[config.mk]
export PLATFORM = sky130hd
export DESIGN_NAME = seg7_scan
export DESIGN_NICKNAME = d
export VERILOG_FILES = /design/src/rtl/seg7_scan.sv
export SDC_FILE = /design/constraint.sdc
export NUM_CORES = 1
export LEC_CHECK = 0
export BUFFER_PORTS_ARGS = -buffer_cell sky130_fd_sc_hd__clkbuf_2
export CAP_MARGIN = 25
export CORE_ASPECT_RATIO = 2
export CORE_MARGIN = 4
export CORE_UTILIZATION = 56
export CTS_BUF_LIST = sky130_fd_sc_hd__clkbuf_8
export CTS_CLUSTER_SIZE = 28
export DETAILED_ROUTE_END_ITERATION = 10
export HOLD_SLACK_MARGIN = 0.05
export PLACE_DENSITY = 0.82
export REMOVE_ABC_BUFFERS = 1
export SETUP_SLACK_MARGIN = 0.5
export SYNTH_ARGS = -nofsm -noshare
export SYNTH_HDL_FRONTEND = slang
export SYNTH_SLANG_ARGS = --single-unit
export TNS_END_PERCENT = 20
[constraint.sdc]
create_clock -name clk -period 2.6 [get_ports clk]
set_input_delay 0 -clock clk [delete_from_list [all_inputs] [get_ports clk]]
set_output_delay 0 -clock clk [all_outputs]
set_load 0.005 [all_outputs]
[src/rtl/seg7_scan.sv]
// Four-digit common-anode 7-segment scanner: latches a 16-bit hex value and lights one
// digit at a time, with an all-off gap between digits and optional leading-zero blanking.
module seg7_scan #(
   parameter int SCAN_DIV    = 100000,
   parameter int GAP_CYCLES  = 16,
   parameter int LZ_SUPPRESS = 0
) (
   input  logic        clk,
   input  logic        rst,
   input  logic        we,
   input  logic        sel_hi,
   input  logic [31:0] wdata,
   output logic [6:0]  cathodes,
   output logic [3:0]  AN
);

   localparam int MAX_C = (SCAN_DIV > GAP_CYCLES) ? SCAN_DIV : GAP_CYCLES;
   localparam int CNT_W = (MAX_C > 1) ? $clog2(MAX_C) : 1;
   localparam logic [CNT_W-1:0] SHOW_LAST = CNT_W'(SCAN_DIV - 1);
   localparam logic [CNT_W-1:0] GAP_LAST  = CNT_W'(GAP_CYCLES - 1);

   typedef enum logic {GAP = 1'b0, SHOW = 1'b1} state_t;

   state_t           state_r;
   logic [15:0]      disp_r;
   logic [1:0]       idx_r;
   logic [CNT_W-1:0] cnt_r;
   logic [3:0]       nib_s;
   logic             blank_s;

   // Active-low {g,f,e,d,c,b,a} hex glyphs.
   function automatic logic [6:0] hex7(input logic [3:0] v);
      logic [6:0] seg;
      case (v)
         4'h0:    seg = 7'b1000000;
         4'h1:    seg = 7'b1111001;
         4'h2:    seg = 7'b0100100;
         4'h3:    seg = 7'b0110000;
         4'h4:    seg = 7'b0011001;
         4'h5:    seg = 7'b0010010;
         4'h6:    seg = 7'b0000010;
         4'h7:    seg = 7'b1111000;
         4'h8:    seg = 7'b0000000;
         4'h9:    seg = 7'b0010000;
         4'hA:    seg = 7'b0001000;
         4'hB:    seg = 7'b0000011;
         4'hC:    seg = 7'b1000110;
         4'hD:    seg = 7'b0100001;
         4'hE:    seg = 7'b0000110;
         4'hF:    seg = 7'b0001110;
         default: seg = 7'b1111111;
      endcase
      return seg;
   endfunction

   // Display latch and scan sequencer; loads never touch the scan position.
   always_ff @(posedge clk or posedge rst) begin
      if (rst) begin
         disp_r  <= 16'h0000;
         state_r <= GAP;
         idx_r   <= 2'd0;
         cnt_r   <= '0;
      end else begin
         if (we) begin
            disp_r <= sel_hi ? wdata[31:16] : wdata[15:0];
         end
         case (state_r)
            GAP: begin
               if (cnt_r == GAP_LAST) begin
                  cnt_r   <= '0;
                  state_r <= SHOW;
               end else begin
                  cnt_r <= cnt_r + CNT_W'(1);
               end
            end
            SHOW: begin
               if (cnt_r == SHOW_LAST) begin
                  cnt_r   <= '0;
                  state_r <= GAP;
                  idx_r   <= idx_r + 2'd1;
               end else begin
                  cnt_r <= cnt_r + CNT_W'(1);
               end
            end
            default: begin
               cnt_r   <= '0;
               state_r <= GAP;
            end
         endcase
      end
   end

   // Digit nibble select and leading-zero test: digit k is blank when everything at and above it is zero.
   always_comb begin
      nib_s   = 4'h0;
      blank_s = 1'b0;
      case (idx_r)
         2'd0: begin
            nib_s   = disp_r[3:0];
            blank_s = 1'b0;
         end
         2'd1: begin
            nib_s   = disp_r[7:4];
            blank_s = (disp_r[15:4] == 12'h000);
         end
         2'd2: begin
            nib_s   = disp_r[11:8];
            blank_s = (disp_r[15:8] == 8'h00);
         end
         2'd3: begin
            nib_s   = disp_r[15:12];
            blank_s = (disp_r[15:12] == 4'h0);
         end
         default: begin
            nib_s   = 4'h0;
            blank_s = 1'b0;
         end
      endcase
   end

   // Pin decode from registered state only.
   always_comb begin
      AN       = 4'b1111;
      cathodes = 7'b1111111;
      if (state_r == SHOW) begin
         AN = ~(4'b0001 << idx_r);
         if ((LZ_SUPPRESS != 0) && blank_s) begin
            cathodes = 7'b1111111;
         end else begin
            cathodes = hex7(nib_s);
         end
      end else begin
         AN       = 4'b1111;
         cathodes = 7'b1111111;
      end
   end

endmodule

==> impl_metrics.sql <==
INSERT INTO impl_metrics (metric_group, metric, value, unit) VALUES
('global_routing', 'grt_first_pass_wirelength', '10400', 'um'),
('die', 'chipWidth', '51.7', 'um'),
('critical_path', 'timing_worst_setup_path_type', 'reg2out', ''),
('cells_and_area', 'seqCellArea', '903', 'um2'),
('critical_path', 'critPathLaunchType', 'flop', ''),
('critical_path', 'timing.critical_path.fanout_max', '8', ''),
('hold_path', 'hold_path_depth', '3', ''),
('die', 'core_area', '3650', 'um2'),
('synth', 'netlist_area', '2140', 'um2'),
('synth', 'yosys_warnings', '0', ''),
('sta', 'max_clock_freq', '0.396', 'GHz'),
('cells_and_area', 'final_common_cell', 'clkbuf_2', ''),
('sta', 'final-setup-viol-count', '0', ''),
('global_routing', 'first_global_vias', '2236', ''),
('sta', 'totalNegativeSetupSlack', '0', 'ns'),
('die', 'floorplan.die_area', '4930', 'um2'),
('critical_path', 'r2r_cells', '5', ''),
('sta', 'final_hold_viol_count', '0', ''),
('die', 'chipHeight', '95.4', 'um'),
('sta', 'rsz0062_at_grt', 'true', ''),
('cells_and_area', 'n_antenna_cell', '0', ''),
('flow_run', 'drv.max_cap_violation_count', '0', ''),
('global_routing', 'globalRoute.totalOverflow', '0', ''),
('drt', 'routed_wl', '6410', 'um'),
('clock_network', 'clock_tree.htree_level_count', '2', ''),
('clock_network', 'cts-root-to-sink-buffers', '2', ''),
('die', 'row_count', '31', ''),
('sta', 'final_worst_path_cycle_share', '0.972', ''),
('sta', 'min_period', '2.53', 'ns'),
('cells_and_area', 'footprint_of_the_multi_input_gates', '1250', 'um2'),
('synth', 'synth-seq-cells', '36', ''),
('clock_network', 'cts_buffers', '5', ''),
('synth', 'postSynthAreaPerCell', '10.0', 'um2'),
('critical_path', 'cp-end-kind', 'primary output', ''),
('place', 'finalWeightedCongestion', '0.910', ''),
('synth', 'syn_inst', '214', ''),
('clock_network', 'cts_tree', 'done', ''),
('place', 'post_dp_area', '2410', 'um2'),
('clock_network', 'cts.root.buffer_cell', 'clkbuf_8', ''),
('place', 'port-buffer-count', '46', ''),
('cells_and_area', 'final_cell_mix', 'clkbuf_2, dfrtp_1, dlygate4sd3_1, mux2i_1, nor2_1', ''),
('cells_and_area', 'filler_cell_count', '236', ''),
('synth', 'synthDistinctLibCells', '42', ''),
('global_routing', 'antenna_violations_before_repair', '0', ''),
('drt', 'firstDrtPassIters', '6', ''),
('sta', 'timing_worst_slew_pin_value', '0.693', 'ns'),
('hold_path', 'worst_hold_path_class', 'in2reg', ''),
('cells_and_area', 'finalInstanceArea', '2930', 'um2'),
('critical_path', 'arrival', '2.53', 'ns'),
('clock_network', 'cts.sink_count', '36', ''),
('sta', 'relative_slew_slack', '0.538', ''),
('drt', 'route.detailed.wl_per_inst', '18.6', 'um'),
('drt', 'dr_total_vias', '2059', ''),
('synth', 'postSynth.asyncResetShare', '1.00', ''),
('die', 'num_io_pins', '47', ''),
('synth', 'synth-edff-count', '0', ''),
('synth', 'dominantRegCellSynth', 'dfrtp_1', ''),
('power_and_ir_drop', 'leakagePower', '1.36', 'nW'),
('die', 'start_util', '0.587', ''),
('global_routing', 'global_route.usage.total', '0.291', ''),
('critical_path', 'required', '2.60', 'ns'),
('synth', 'yosysSeqAreaShare', '0.421', ''),
('drt', 'antenna_violating_nets_post_route', '0', ''),
('outcome', 'run_status', 'complete, no violations', ''),
('clock_network', 'clock_latency', '0.29', 'ns'),
('drt', 'vias_per_cell', '5.97', ''),
('sta', 'finalMaxSlewViolations', '0', ''),
('cells_and_area', 'area_delta_synth_final', '37.0', '%'),
('clock_network', 'cts.clk_slew.worst_paths', '0.07', 'ns'),
('power_and_ir_drop', 'irDropWorstVdd', '0.000552', 'V'),
('cells_and_area', 'nets', '344', ''),
('global_routing', 'pin_count_of_the_biggest_net_entering_global_routing', '37', ''),
('drt', 'route.detailed.drc', '0', ''),
('power_and_ir_drop', 'p_per_area', '445', 'nW/um2'),
('place', 'dpl.hpwl', '3950', 'um'),
('sta', 'worst_clock_skew', '0.00684', 'ns'),
('drt', 'detailedRoute.firstIterationViolations', '117', ''),
('cells_and_area', 'drive_gt1_frac', '0.301', '');
Yosys cell counts, types with 4 or more instances:
| library cell | n | area [um2] |
|---|---|---|
| nand4_1 | 5 | 31.3 |
| a21oi_1 | 19 | 95.1 |
| clkbuf_1 | 4 | 15.0 |
| mux2i_1 | 22 | 220 |
| nand2_1 | 14 | 52.6 |
| inv_1 | 9 | 33.8 |
| nor3_1 | 10 | 50.1 |
| nor2b_1 | 5 | 31.3 |
| dfrtp_1 | 36 | 901 |
| nor2_1 | 18 | 67.6 |
| xnor2_1 | 5 | 43.8 |
| a222oi_1 | 4 | 40.0 |
| xor2_1 | 9 | 78.8 |
| nand3_1 | 4 | 20.0 |
| ha_1 | 12 | 150 |
| buf_2 | 4 | 20.0 |
| o221ai_1 | 4 | 35.0 |
kinds of logic (layout without fill, tap and decap cells):
| family | count (synthesis) | count (layout) | synth area share |
|---|---|---|---|
| mux | 24 | 24 | 0.113 |
| simple gates | 70 | 70 | 0.175 |
| compound gates | 40 | 40 | 0.127 |
| fa+ha+maj | 12 | 12 | 0.0702 |
| xor+xnor | 14 | 14 | 0.0573 |
| flops | 36 | 36 | 0.421 |
| buf+inv | 18 | 100 | 0.0357 |
state kept, by name, summed over array words and instances (netlist names):
name	count
disp_r	16
idx_r	2
state_r	1
cnt_r	17
worst max-delay path, stage by stage, from the launching register on:
cell,delay [ns]
dfrtp_2,0.43
inv_2,0.09
ha_4,0.19
a222oi_1,0.64
a21o_1,0.38
o21ai_0,0.15
o221ai_1,0.21
clkbuf_2,0.15
what timing repair did:
| action | in CTS | in global routing |
|---|---|---|
| gates resized for setup | 22 | 2 |
| buffers inserted | 5 | 0 |
| pin swaps | 8 | 3 |
| hold buffers | 30 | 0 |
| endpoints found under the hold margin | 51 | 0 |
| endpoints found under the setup margin | 7 | 7 |
metal layers:
layer / vias to the layer above / wire length (um) / GRT usage
li1: 940 / - / -
met4: 0 / 384 / 0.201
met3: 40 / 349 / 0.0563
met1: 985 / 2050 / 0.273
met2: 94 / 3630 / 0.537
met5: - / 0 / 0
power by group:
part	switching, mW	internal [mW]	total, mW
Clock	0.190	0.236	0.426
Sequential	0.0218	0.586	0.608
Combinational	0.134	0.137	0.271
Total	0.346	0.959	1.31
stage by stage:
stage                     total power, mW  instances  worst slack [ns]  hold WS, ns   util
after floorplan                     0.720        205             0.502       0.0847      -
after global placement              0.806        303             0.217        0.101  0.661
after detailed placement            0.813        303             0.106        0.105  0.661
after CTS                            1.30        345             0.240       0.0525  0.803
after global routing                 1.36        345            0.0379       0.0744  0.804
final                                1.31        345            0.0723       0.0553  0.804
path summary, 6_finish.rpt:
kind                                          to                  from  slack, ns
max                                  cathodes[0]  idx_r[0]$_DFFE_PP0P_       0.07
min                        disp_r[4]$_DFFE_PP0P_              wdata[4]       0.06
max reg2reg                  cnt_r[16]$_DFF_PP0_    cnt_r[0]$_DFF_PP0_       0.74
min reg2reg                   cnt_r[0]$_DFF_PP0_    cnt_r[0]$_DFF_PP0_       0.51
max in group asynchronous   idx_r[1]$_DFFE_PP0P_                   rst       1.91
min in group asynchronous    cnt_r[14]$_DFF_PP0_                   rst       0.34
cell type report:
class | count | share of cell area
well taps | 49 | 0.0209
flip-flops and latches | 36 | 0.308
clock buffers | 7 | 0.0329
inverters | 9 | 0.0115
repair buffers | 84 | 0.201
multi-input cells | 160 | 0.425
No activity file was read; power rests on OpenSTA's default activity.
